<file path="src/rtl/lsu_mem_master.sv">
// lsu_mem_master: load/store initiator between the execute stage and a
// word-organised data memory. Byte/half/word requests become word accesses;
// sub-word stores go through read-modify-write, loads are sign/zero extended.
module lsu_mem_master #(
    parameter int ADDR_W    = 10,
    parameter int MEM_WORDS = 32
) (
    input  logic              clk,
    input  logic              rst,
    input  logic              req_valid,
    output logic              req_ready,
    input  logic              req_we,
    input  logic [1:0]        req_size,
    input  logic              req_unsigned,
    input  logic [31:0]       req_addr,
    input  logic [31:0]       req_wdata,
    output logic              rsp_valid,
    output logic [31:0]       rsp_rdata,
    output logic              rsp_err,
    output logic [ADDR_W-1:0] mem_A,
    output logic [31:0]       mem_WD,
    output logic              mem_WE,
    input  logic [31:0]       mem_RD
);

    localparam logic [1:0] SZ_BYTE = 2'b00;
    localparam logic [1:0] SZ_HALF = 2'b01;
    localparam logic [1:0] SZ_WORD = 2'b10;

    typedef enum logic [1:0] {
        IDLE = 2'd0,
        RD   = 2'd1,
        WR   = 2'd2,
        RSP  = 2'd3
    } state_t;

    state_t            state;
    logic              we_q;
    logic [1:0]        size_q;
    logic              uns_q;
    logic [1:0]        off_q;
    logic [ADDR_W-1:0] idx_q;
    logic [31:0]       wdata_q;
    logic              err_q;
    logic [31:0]       rd_q;
    logic              req_err;

    // Decide whether a request can be serviced: alignment, reserved size,
    // address bits beyond the memory port, and words past the implemented end.
    function automatic logic access_error(input logic [1:0]  size,
                                          input logic [31:0] addr);
        logic [31:0] idx_ext;
        logic        bad;
        idx_ext = {{(32-ADDR_W){1'b0}}, addr[ADDR_W+1:2]};
        bad = 1'b0;
        if (size == 2'b11)                        bad = 1'b1;
        if (size == SZ_HALF && addr[0])           bad = 1'b1;
        if (size == SZ_WORD && addr[1:0] != 2'b0) bad = 1'b1;
        if ((addr >> (ADDR_W + 2)) != 32'd0)      bad = 1'b1;
        if (idx_ext >= 32'(MEM_WORDS))            bad = 1'b1;
        return bad;
    endfunction

    // Replace the addressed lane of the old word with right-aligned store data.
    function automatic logic [31:0] merge_lane(input logic [31:0] old_word,
                                               input logic [31:0] wd,
                                               input logic [1:0]  size,
                                               input logic [1:0]  off);
        logic [31:0] r;
        r = old_word;
        case (size)
            SZ_BYTE: r[{off, 3'b000} +: 8]        = wd[7:0];
            SZ_HALF: r[{off[1], 4'b0000} +: 16]   = wd[15:0];
            default: r                            = wd;
        endcase
        return r;
    endfunction

    // Pull the addressed lane out of a read word and extend it to 32 bits.
    function automatic logic [31:0] extract_ext(input logic [31:0] word,
                                                input logic [1:0]  size,
                                                input logic        uns,
                                                input logic [1:0]  off);
        logic signed [7:0]  b;
        logic signed [15:0] h;
        logic signed [31:0] sx;
        b  = word[{off, 3'b000} +: 8];
        h  = word[{off[1], 4'b0000} +: 16];
        sx = word;
        case (size)
            SZ_BYTE: sx = uns ? {24'd0, b} : 32'(b);
            SZ_HALF: sx = uns ? {16'd0, h} : 32'(h);
            default: sx = word;
        endcase
        return sx;
    endfunction

    assign req_err = access_error(req_size, req_addr);

    // Request/response state machine; latches the request on handshake and
    // captures the read word in RD. Reset drops any in-flight request.
    always_ff @(posedge clk) begin
        if (rst) begin
            state   <= IDLE;
            we_q    <= 1'b0;
            size_q  <= 2'b00;
            uns_q   <= 1'b0;
            off_q   <= 2'b00;
            idx_q   <= '0;
            wdata_q <= 32'd0;
            err_q   <= 1'b0;
            rd_q    <= 32'd0;
        end else begin
            case (state)
                IDLE: begin
                    if (req_valid) begin
                        we_q    <= req_we;
                        size_q  <= req_size;
                        uns_q   <= req_unsigned;
                        off_q   <= req_addr[1:0];
                        idx_q   <= req_addr[ADDR_W+1:2];
                        wdata_q <= req_wdata;
                        err_q   <= req_err;
                        state   <= req_err ? RSP : RD;
                    end
                end
                RD: begin
                    rd_q  <= mem_RD;
                    state <= we_q ? WR : RSP;
                end
                WR:      state <= RSP;
                default: state <= IDLE;
            endcase
        end
    end

    // Output decode from the current state; everything is forced low while
    // rst is high, which also suppresses a write that coincides with reset.
    always_comb begin
        req_ready = 1'b0;
        rsp_valid = 1'b0;
        rsp_err   = 1'b0;
        rsp_rdata = 32'd0;
        mem_A     = '0;
        mem_WD    = 32'd0;
        mem_WE    = 1'b0;
        if (!rst) begin
            case (state)
                IDLE: req_ready = 1'b1;
                RD:   mem_A     = idx_q;
                WR: begin
                    mem_A  = idx_q;
                    mem_WD = merge_lane(rd_q, wdata_q, size_q, off_q);
                    mem_WE = 1'b1;
                end
                default: begin
                    rsp_valid = 1'b1;
                    rsp_err   = err_q;
                    if (!we_q && !err_q)
                        rsp_rdata = extract_ext(rd_q, size_q, uns_q, off_q);
                end
            endcase
        end
    end

endmodule

</file>
<file path="config.mk">
export PLATFORM = sky130hd
export DESIGN_NAME = lsu_mem_master
export DESIGN_NICKNAME = d
export VERILOG_FILES = /design/src/rtl/lsu_mem_master.sv
export SDC_FILE = /design/constraint.sdc
export NUM_CORES = 1
export LEC_CHECK = 0
export ABC_CLOCK_PERIOD_IN_PS = 2230
export CORE_MARGIN = 8
export CORE_UTILIZATION = 41
export DETAILED_ROUTE_END_ITERATION = 7
export MAX_ROUTING_LAYER = met4
export PLACE_DENSITY = 0.77
export SLEW_MARGIN = 20
export SYNTH_ARGS = -nofsm -noshare
export SYNTH_HDL_FRONTEND = slang
export SYNTH_SLANG_ARGS = --single-unit
</file>
<file path="constraint.sdc">
create_clock -name clk -period 2.23 [get_ports clk]
set_input_delay 0.223 -clock clk [delete_from_list [all_inputs] [get_ports clk]]
set_output_delay 0.223 -clock clk [all_outputs]
set_load 0.01 [all_outputs]
</file>
==> qor.yml <==
clock_network:
  cts-hold-fix-buffers: 0
  cts_tree: "done"
  cts-root-buf: "clkbuf_16"
  numCtsBuffers: 9
  cts_sinks: 83
  htreeDepth: 3
  clk_pin_slew_ps: 60
  clockBufferDepth: 2
  clkLatencyLatePin_ps: 340
detailed_routing:
  drt-initial-drc-count: 584
  wl_per_cell_um: 20.3
  via_per_inst: 5.66
  first_pass_iters: 5
  vias: 5972
  ant_nets: 0
  drc: 0
  routed_wl_um: 21400
timing:
  worst_pin_slew_ps: 585
  fin_ws_ps: -300
  fin_crit_sh_pct: 113
  finalHoldViolCount: 0
  slew_headroom_pct: 61.0
  setup_viol: 45
  fin_tns_setup_ps: -8420
  finalCriticalPeriod_ps: 2530
  rsz0062_at_grt: "yes"
  final_max_slew_viol_count: 0
  whs_ps: 425
  fin_skew_ps: 5.17
  max_freq_mhz: 395
setup_path:
  critical_path_cell_count: 11
  crit_buf_inv: 7
  startpoint_type: "flop"
  r2r_slack_ps: 560
  slowest_stage: "dfxtp_4"
  rr_worst_depth: 7
  cp.arrival_ps: 2310
  cpPeakStageDelay_ps: 360
  required_ps: 2010
  cp-startpoint: "off_q[1]$_SDFFE_PP0P_"
  worstPathMaxFanout: 4
  end_kind: "output port"
  crit_type: "reg -> out"
  rr_endpoint: "wdata_q[17]$_SDFFE_PP0P_"
  path_cells: "buf_6 > buf_6 > buf_6 > buf_6 > mux4_2 > and3_4 > o21ai_4 > buf_6 > buf_6 > a21oi_2 > buf_2"
  cp_common_cell: "buf_6"
  cp_top_family: "buffers and inverters"
  endpoint: "rsp_rdata[19]"
  r2r_start: "state[0]$_SDFFE_PP0P_"
global_routing:
  grt_max_degree: 45
  grt_overflow: 0
  grt_pass1_vias: 6053
  grt_usage_pct: 26.1
  antenna_found_initial: 0
  grt_first_pass_wirelength_um: 32500
floorplan:
  dieHeight_um: 127
  start_util_pct: 42.0
  rows: 40
  core-area_um2: 12100
  ios: 181
  die_area_um2: 16200
  die_x_um: 127
logic_synthesis:
  synthTopCellsByArea: "dfxtp_1 (33%), mux2i_1 (9.9%), nand2_1 (8.8%)"
  netlist-cell-type-count: 46
  synth_top_flop_cell: "dfxtp_1"
  synth_warnings: 0
  avgSynthCellArea_um2: 7.80
  syn-instance-count: 650
  synth_edf_count: 0
  synth_top_area_share_pct: 32.8
  synth_largest_area_cell: "dfxtp_1"
  synth_area_um2: 5070
  mappedNetlistNets: 762
  async_flop_share_pct: 0
  seq_area_frac_synth_pct: 32.8
  synth_seq_cells: 83
place:
  portBuffers: 180
  dp_hpwl_um: 15700
  place_area_um2: 7470
  gp_congestion: 0.941
  dpl.cell_count: 1009
power_and_ir_drop:
  sw_frac_of_total_pct: 39.6
  leakage_nw: 3.30
  intPower_mw: 4.48
  p_comb_share_pct: 48.7
  p_seq_share_pct: 30.8
  p_per_area_nw_per_um2: 893
  peakVddDrop_mv: 0.646
  power.share.clock_pct: 20.5
  p_switching_mw: 2.94
finish:
  fin_nets: 995
  stdcell_area_um2: 8310
  layout_common_cells: "nand2_1 (117), clkdlybuf4s50_1 (103), dfxtp_1 (79)"
  layout_commonest_cell: "nand2_1"
  antenna_cells: 0
  final_layout_size_suffix_gt1_share_pct: 32.1
  area_growth_pct: 64.1
  instances_no_fill: 1056
  utilization_pct: 68.9
worst_hold_path:
  hold_class: "in -> reg"
status:
  status: "finished with violations"
  violations: "negative setup slack"
flow_run:
  maxCapViolations: 0
-- final cells by class --
| cell class | instances | area, um2 |
|---|---|---|
| multi-input combinational | 484 | 3560 |
| timing repair buffer | 277 | 2460 |
| inverter | 28 | 110 |
| clock inverter | 4 | 50.0 |
| clock buffer | 12 | 246 |
| sequential | 83 | 1670 |
| fill | 1044 | 3750 |
| tap | 168 | 210 |
-- metrics by stage --
step | setup slack (ps) | power (mW)
final | -300 | 7.42
after global routing | -381 | 7.82
after CTS | -274 | 7.11
after detailed placement | -297 | 5.37
after global placement | -276 | 5.28
after floorplan | 4.57 | 4.02
-- power groups by stage --
stage	combinational [mW]	sequential, mW	clock (mW)
2_1_floorplan	1.97	2.05	0
3_3_place_gp	3.06	2.22	0
3_5_place_dp	3.13	2.24	0
4_1_cts	3.34	2.23	1.54
5_1_grt	3.90	2.31	1.61
6_report	3.62	2.29	1.52
-- worst min-delay path by stage --
stage                                startpoint                       end  slack (ps)  depth (start not counted)
final                               req_addr[4]     idx_q[2]$_SDFFE_PP0P_         420                          3
after global routing              req_wdata[24]  wdata_q[24]$_SDFFE_PP0P_         430                          3
after CTS                           req_addr[4]     idx_q[2]$_SDFFE_PP0P_         420                          3
after detailed placement  idx_q[9]$_SDFFE_PP0P_     idx_q[9]$_SDFFE_PP0P_         450                          2
after global placement    idx_q[3]$_SDFFE_PP0P_     idx_q[3]$_SDFFE_PP0P_         440                          2
after floorplan                     req_addr[2]     idx_q[0]$_SDFFE_PP0P_         360                          2
-- flip-flops by register name (all words and copies together) (netlist names) --
| register | cells |
|---|---|
| err_q | 1 |
| idx_q | 10 |
| off_q | 2 |
| rd_q | 32 |
| size_q | 2 |
| state | 2 |
| uns_q | 1 |
| wdata_q | 32 |
| we_q | 1 |
-- cells in the mapped netlist (2+ instances only) --
library cell,n
buf_1,5
nand2_1,119
a22o_1,10
nor2_1,52
ha_1,9
o21ai_0,10
nor2b_1,4
o22ai_1,15
mux4_2,8
buf_2,10
nor3_1,19
nor4_1,6
a22oi_1,2
o21a_1,2
inv_1,27
a221oi_1,24
nor4bb_1,2
mux2_2,2
buf_6,2
a21oi_1,88
a222oi_1,6
and2_1,13
clkbuf_1,37
nand2b_1,4
a211o_1,16
dfxtp_1,83
a2bb2oi_1,7
mux2i_1,50
-- worst register-to-register path, delay by kind of cell (launching register included) --
kind	cells	cell delay, ps
buffers and inverters	3	440
AO/OA/AOI/OAI	1	150
adder cells (fa/ha/maj)	1	210
flip-flops	1	350
AND/OR/NAND/NOR	2	450
-- kinds of logic after synthesis --
group / after synthesis / synth area share (%)
DFF: 83 / 32.8
and+or+nand+nor: 228 / 19.9
AOI/OAI and AO/OA: 187 / 24.4
muxes: 60 / 13.9
buffers and inverters: 83 / 6.77
adders and majority gates: 9 / 2.22
-- metal layers --
layer | GRT usage [%] | vias up | wire, um
li1 | - | 2789 | -
met1 | 30.2 | 2843 | 8690
met2 | 41.6 | 286 | 10100
met3 | 7.78 | 54 | 1900
met4 | 10.8 | 0 | 692
met5 | - | - | 0
-- what timing repair did --
item | CTS | global route
cloned | 0 | 3
resized for setup | 332 | 66
buffers inserted | 20 | 12
endpoints found under the setup margin | 74 | 72
pin swaps | 38 | 24
Note: power is estimated with default switching activity, not from simulation.
